==> src/rtl/exe_stall_ctrl_pkg.sv <==
// Shared constants and FSM encoding for the EXE-stage divide sequencer.
package exe_stall_ctrl_pkg;

    // Divider latency, shared with the iterative divider.
    localparam int unsigned DefaultDivCycles = 33;

    typedef enum logic {
        StIdle = 1'b0,
        StBusy = 1'b1
    } state_e;

endpackage

==> src/rtl/exe_stall_ctrl_hazard_detect.sv <==
// Load-use compare between the load in EXE and the source registers in ID.
module exe_stall_ctrl_hazard_detect (
    input  logic       exe_load,
    input  logic       exe_wreg,
    input  logic [4:0] exe_dst,
    input  logic [4:0] id_rs,
    input  logic [4:0] id_rt,
    output logic       lu
);

    assign lu = exe_load & exe_wreg & (exe_dst != 5'd0) &
                ((exe_dst == id_rs) | (exe_dst == id_rt));

endmodule

==> src/rtl/exe_stall_ctrl.sv <==
// Divider sequencing plus ID/EXE hold, bubble and IF/ID stall generation.
module exe_stall_ctrl
    import exe_stall_ctrl_pkg::*;
#(
    parameter int unsigned DIV_CYCLES = DefaultDivCycles,
    parameter int unsigned CNT_W      = 6
) (
    input  logic        clk,
    input  logic        rst,
    input  logic        exe_is_div,
    input  logic        exe_is_sign_div,
    input  logic        irq,
    input  logic        flush,
    input  logic        exe_load,
    input  logic        exe_wreg,
    input  logic [4:0]  exe_dst,
    input  logic [4:0]  id_rs,
    input  logic [4:0]  id_rt,
    output logic        div_start,
    output logic        div_signed,
    output logic        div_cancel,
    output logic        div_res_valid,
    output logic        stall0,
    output logic        clr0,
    output logic        ifid_stall,
    output logic        busy,
    output logic [31:0] stall_cycles
);

    state_e           state;
    logic [CNT_W-1:0] cnt;
    logic             kill;
    logic             lu;

    assign kill = irq | flush;

    exe_stall_ctrl_hazard_detect u_hazard_detect (
        .exe_load (exe_load),
        .exe_wreg (exe_wreg),
        .exe_dst  (exe_dst),
        .id_rs    (id_rs),
        .id_rt    (id_rt),
        .lu       (lu)
    );

    // Outputs are forced low during reset so no stray pulse escapes that cycle.
    always_comb begin
        div_start     = 1'b0;
        div_signed    = 1'b0;
        div_cancel    = 1'b0;
        div_res_valid = 1'b0;
        stall0        = 1'b0;
        busy          = 1'b0;
        if (!rst) begin
            unique case (state)
                StIdle: begin
                    if (exe_is_div && !kill) begin
                        div_start  = 1'b1;
                        div_signed = exe_is_sign_div;
                        stall0     = 1'b1;
                    end
                end
                StBusy: begin
                    busy = 1'b1;
                    // Kill wins over completion when both land together.
                    if (kill) begin
                        div_cancel = 1'b1;
                    end else if (cnt == '0) begin
                        div_res_valid = 1'b1;
                    end else begin
                        stall0 = 1'b1;
                    end
                end
            endcase
        end
        clr0       = !rst && lu && !stall0 && !kill;
        ifid_stall = stall0 | clr0;
    end

    always_ff @(posedge clk) begin
        if (rst) begin
            state        <= StIdle;
            cnt          <= '0;
            stall_cycles <= 32'd0;
        end else begin
            unique case (state)
                StIdle: begin
                    if (exe_is_div && !kill) begin
                        state <= StBusy;
                        cnt   <= CNT_W'(DIV_CYCLES - 1);
                    end
                end
                StBusy: begin
                    if (kill) begin
                        state <= StIdle;
                        cnt   <= '0;
                    end else if (cnt == '0) begin
                        state <= StIdle;
                    end else begin
                        cnt <= cnt - 1'b1;
                    end
                end
            endcase
            if ((stall0 || clr0) && (stall_cycles != 32'hFFFF_FFFF)) begin
                stall_cycles <= stall_cycles + 32'd1;
            end
        end
    end

endmodule

==> config.mk <==
export PLATFORM = sky130hd
export DESIGN_NAME = exe_stall_ctrl
export DESIGN_NICKNAME = d
export VERILOG_FILES = /design/src/rtl/exe_stall_ctrl_pkg.sv /design/src/rtl/exe_stall_ctrl_hazard_detect.sv /design/src/rtl/exe_stall_ctrl.sv
export SDC_FILE = /design/constraint.sdc
export NUM_CORES = 1
export LEC_CHECK = 0
export ABC_AREA = 1
export CAP_MARGIN = 20
export CORE_MARGIN = 10
export CORE_UTILIZATION = 56
export CTS_BUF_LIST = sky130_fd_sc_hd__clkbuf_2 sky130_fd_sc_hd__clkbuf_4 sky130_fd_sc_hd__clkbuf_8
export CTS_CLUSTER_DIAMETER = 40
export DETAILED_ROUTE_END_ITERATION = 10
export PLACE_DENSITY_LB_ADDON = 0.1
export SLEW_MARGIN = 0
export SYNTH_ARGS = -nofsm -noshare
export SYNTH_HDL_FRONTEND = slang
export SYNTH_SLANG_ARGS = --single-unit
==> constraint.sdc <==
create_clock -name clk -period 5.9 [get_ports clk]
set_input_delay 1.77 -clock clk [delete_from_list [all_inputs] [get_ports clk]]
set_output_delay 1.77 -clock clk [all_outputs]
set_load 0.01 [all_outputs]
Word level (Yosys, flattened, before mapping)
Index checks and enable logic that the tools add are counted.
- add/subtract/negate cells: 2
- equal/unequal tests: 5
- muxes and demuxes: 23
- bitwise gates (word level): 7
- reduce and logical (&&, ||, !) cells: 12
- operators by type and width (operator ; number):
    32-bit by 1-bit adder with 32-bit output (second input constant) ; 1
    32-bit != test (second input constant) ; 1
    1-bit 2-to-1 mux ; 18
    6-bit 2-to-1 mux ; 3
    6-bit case mux with 2 select lines ; 1
    5-bit == test ; 2
    6-bit zero test ; 1
    6-bit by 1-bit subtractor with 6-bit output (second input constant) ; 1
    1-bit logical AND ; 5
    5-bit nonzero test ; 1
    1-bit bitwise AND ; 3
    1-bit zero test ; 3
    3-bit != test (second input constant) ; 1
    1-bit bitwise OR ; 3
    2-bit != test (second input constant) ; 1
    1-bit case mux with 2 select lines ; 1
    2-bit AND reduction ; 1
    1-bit logical OR ; 1
    1-bit inverter ; 1
- flip-flop bits (word level): 39
- input port bits: 23
- output and inout bits: 40
- logic and storage cells: 52

Depth between registers and ports, before layout
- depth after elaboration: 11
- depth in mapped cells: 12
- depth with buffers taken out: 12

Hierarchy
Synthesis repeated with hierarchy kept, for this count alone.
- cell total of the unflattened synthesis: 471
- area total of the unflattened synthesis: 2919.0 µm²
- modules (own cells, without submodules) (module ; times used ; cells an instance ; area each (µm²) ; seq. area each (µm²)):
    exe_stall_ctrl ; 1 ; 426 ; 2716.4 ; 780.7
    exe_stall_ctrl_hazard_detect ; 1 ; 45 ; 202.7 ; 0.0

Worst setup path before layout
No wires, ideal clock.
- path type: input port to output port
- start: in irq
- end: out ifid_stall
- arrival time: 2755 ps
- required time: 4130 ps
- setup slack: 1375 ps
- stages: 10
- path buffers: 2
- cell sequence: inv_1 nand2_1 nor2_1 nand2_1 nand2_2 nor2_2 nand2_1 nand2_4 buf_6 buf_6
- longest elaborated chain between the ends: 10
- elaborated cells on any way between the ends: 11
- classes of those cells: mux: 4; bitwise: 2; reduce/logical: 5
- ends and longest elaborated chain (what ; line ; source):
    from (decl) ; exe_stall_ctrl.sv:12 ; input logic irq,
    1-bit bitwise OR (*) ; exe_stall_ctrl.sv:35 ; assign kill = irq | flush;
    1-bit zero test ; exe_stall_ctrl.sv:57 ; if (exe_is_div && !kill) begin
    1-bit logical AND ; exe_stall_ctrl.sv:57 ;
    1-bit 2-to-1 mux ; exe_stall_ctrl.sv:57 ;
    1-bit case mux with 2 select lines (*) ; exe_stall_ctrl.sv:55 ; unique case (state)
    1-bit 2-to-1 mux (*) ; n/a ;
    named net stall0 ; exe_stall_ctrl.sv:23 ; output logic stall0,
    1-bit zero test ; exe_stall_ctrl.sv:76 ; clr0 = !rst && lu && !stall0 && !kill;
    1-bit logical AND (2 in series) ; exe_stall_ctrl.sv:76 ;
    1-bit bitwise OR (*) ; exe_stall_ctrl.sv:77 ; ifid_stall = stall0 | clr0;
    to (decl) ; exe_stall_ctrl.sv:25 ; output logic ifid_stall,
Mark *: on every way through the listed nets, which the timed path passes. The rest lies on a longest branch.

Worst setup path in the final report
- start: in rst
- end: out ifid_stall
- longest elaborated chain between the ends: 5
- elaborated cells on any way between the ends: 7
- classes of those cells: mux: 1; bitwise: 1; reduce/logical: 5
- ends and longest elaborated chain (what ; line ; source):
    from (decl) ; exe_stall_ctrl.sv:9 ; input logic rst,
    1-bit 2-to-1 mux or 1-bit zero test (tied branches) ; n/a ;
    1-bit zero test or 1-bit logical AND (tied branches) ; exe_stall_ctrl.sv:76 ;
    1-bit logical AND (2 in series) ; exe_stall_ctrl.sv:76 ;
    1-bit bitwise OR (*) ; exe_stall_ctrl.sv:77 ;
Every way passes the cells marked *; elsewhere a longest branch is shown, timed or not.

==> metrics.cfg <==
[place]
hpwl_mm=5.19
gp_congestion=0.852
port_buffers=62

[setup_path]
cp-start-kind=input pin
crit_type=input pin to output port
required_ns=4.13
cp-end-kind=output port
worst-path-max-fanout=21
critical_path_arrival_ns=3.62

[clock_network]
postCtsSetupRepairBufs=0
cts_made_buffers=5
clk_latency_ns=0.30
cts_buffer_depth=2
clock_sinks=39
cts_resized=0
root_buffer=clkbuf_8
clk_pin_slew_ns=0.09
hold_buffers=0
cts_max_level=2
cts_tree=yes

[timing]
clock.fmax_mhz=185
slew_violations=0
skew_ns=0.0105
fin_tns_setup_ns=0
max_slew_margin_pct=55.7
finalHoldViolCount=0
whs_ns=0.506
fin_crit_sh_pct=91.4
setup_viol_count_final=0
period_minus_slack_ns=5.39
tightestPinTransition_ns=0.664
rsz0062_at_grt=false

[layout]
syn_to_final_growth_pct=26.3
final_common_cell=nand2_1
final_cell_mix=nand2_1, nor2_1, clkdlybuf4s50_1
antennaDiodeCount=0
drive_gt1_share_pct=5.98
nets=527

[drt]
drc=0
highest_layer=met4
dr_wl_met2_mm=3.16
wire_per_inst_um=12.1
routed-via-count=2913
ant_nets=0
drt-met1-wl_mm=2.88
firstDrtPassIters=4
first_iter_violations=157
viasPerCell=5.24
wl_mm=6.76
wl_met3_um=660

[yosys]
syn_inst=442
yosys_warnings=0
synth_top_area_cell=dfxtp_1
synth.area.top_cells=dfxtp_1, nand2_1, nor2_1
ys_seq_area_share_pct=29.0
netlist.area_leader.share_pct=29.0
syn_nets=468
synth.distinct_cells=34
synth_area_mm2=0.00270
synth_area_per_cell_um2=6.10
ys_ff_latch=39

[status]
outcome=complete, no violations

[pwr]
power_leakage_nw=1.45
peakVddDrop_mv=0.108
pwr_density_cell_mw_per_mm2=156

[floorplan]
rows=25
core_mm2=0.00469
die_x_um=89.4
die_y_um=89.4
start_util_pct=57.5
die_area_mm2=0.00799
ioPinCount=63

[grt]
antenna_found_initial=0
grt_usage_pct=17.8
grt_overflow=0
grt_pass1_vias=2721
grt_first_pass_wirelength_mm=11.7
grt_max_degree=48

[min_path]
worstHoldPathType=register to register

[job]
drv_cap=0

[Yosys cell counts]
master	n
a21boi_1	1
nand2_1	130
a21oi_1	32
or2_2	1
nor2_2	3
dfxtp_1	39
nand3b_1	3
a31o_2	1
nand2_8	1
clkbuf_1	3
nand4_1	4
o21ai_1	1
nor2_4	2
a211oi_1	1
nand3_2	2
nand3b_2	1
nor3_1	5
xor2_1	10
nand2_2	3
inv_2	1
nor3b_1	1
nand2_4	1
xnor2_1	5
nor2_1	69
buf_6	6
ha_1	3
inv_1	55
buf_2	3
a31oi_1	3
and2_1	1
a21oi_2	4
o31ai_1	1
nand3_1	44
o21ai_0	2
[cell families (layout without fill, tap and decap cells)]
logic type	Yosys count	count (layout)	share of synthesized area [%]
AOI/OAI and AO/OA	46	46	9.65
adders and majority gates	3	3	1.39
DFF	39	39	29.0
and+or+nand+nor	271	271	43.9
xor gates and xnor gates	15	15	4.87
buffers and inverters	68	128	11.3
[per-stage QoR]
stage	instance area, µm²	power (W)	utilization [%]	setup slack [ns]	std cells
after floorplan	2700	0.000315	-	1.37	442
final	3400	0.000530	72.6	0.509	556
after detailed placement	3310	0.000340	70.5	0.495	548
after CTS	3400	0.000533	72.6	0.495	556
after global placement	3310	0.000338	70.5	0.530	548
after global routing	3400	0.000554	72.6	0.387	556
[area by class of cell]
| class | instances | area (µm²) |
|---|---|---|
| inverter | 56 | 210 |
| timing repair buffer | 64 | 636 |
| sequential | 39 | 781 |
| multi-input combinational | 335 | 1610 |
| clock buffer | 6 | 82.6 |
| fill | 423 | 1290 |
| clock inverter | 2 | 16.3 |
| tap | 54 | 67.6 |
[worst paths after layout]
path | endpoint | cells after the start | slack (ns) | from
hold reg to reg | cnt[2] | 2 | 0.51 | cnt[2]
setup / recovery | ifid_stall | 9 | 0.51 | rst
setup reg to reg | stall_cycles[5] | 9 | 3.51 | stall_cycles[1]
hold / removal | cnt[2] | 2 | 0.51 | cnt[2]
[sequential cells by signal (all words and copies together) (netlist names)]
register	flops
stall_cycles	32
cnt	6
state	1
[power breakdown]
part           internal (W)  leakage, nW   total, W  switching (W)
Combinational     0.0000303         1.09  0.0000650      0.0000347
Sequential         0.000266        0.315   0.000269     0.00000268
Clock             0.0000955       0.0474   0.000196       0.000101
[worst max-delay path: stages]
cell             delay [ns]
clkdlybuf4s50_1        0.49
buf_4                  0.27
nor2_1                 0.07
nand2_1                0.12
nand2_2                0.09
nor2_2                 0.08
nand2_1                0.10
nand2_4                0.09
clkdlybuf4s50_1        0.54
[routing by layer]
layer / GRT usage [%] / vias up
met5: 0 / -
met4: 4.48 / 0
met3: 6.75 / 6
met2: 30.9 / 97
met1: 19.8 / 1303
li1: - / 1507
Note: power is estimated with default switching activity, not from simulation.
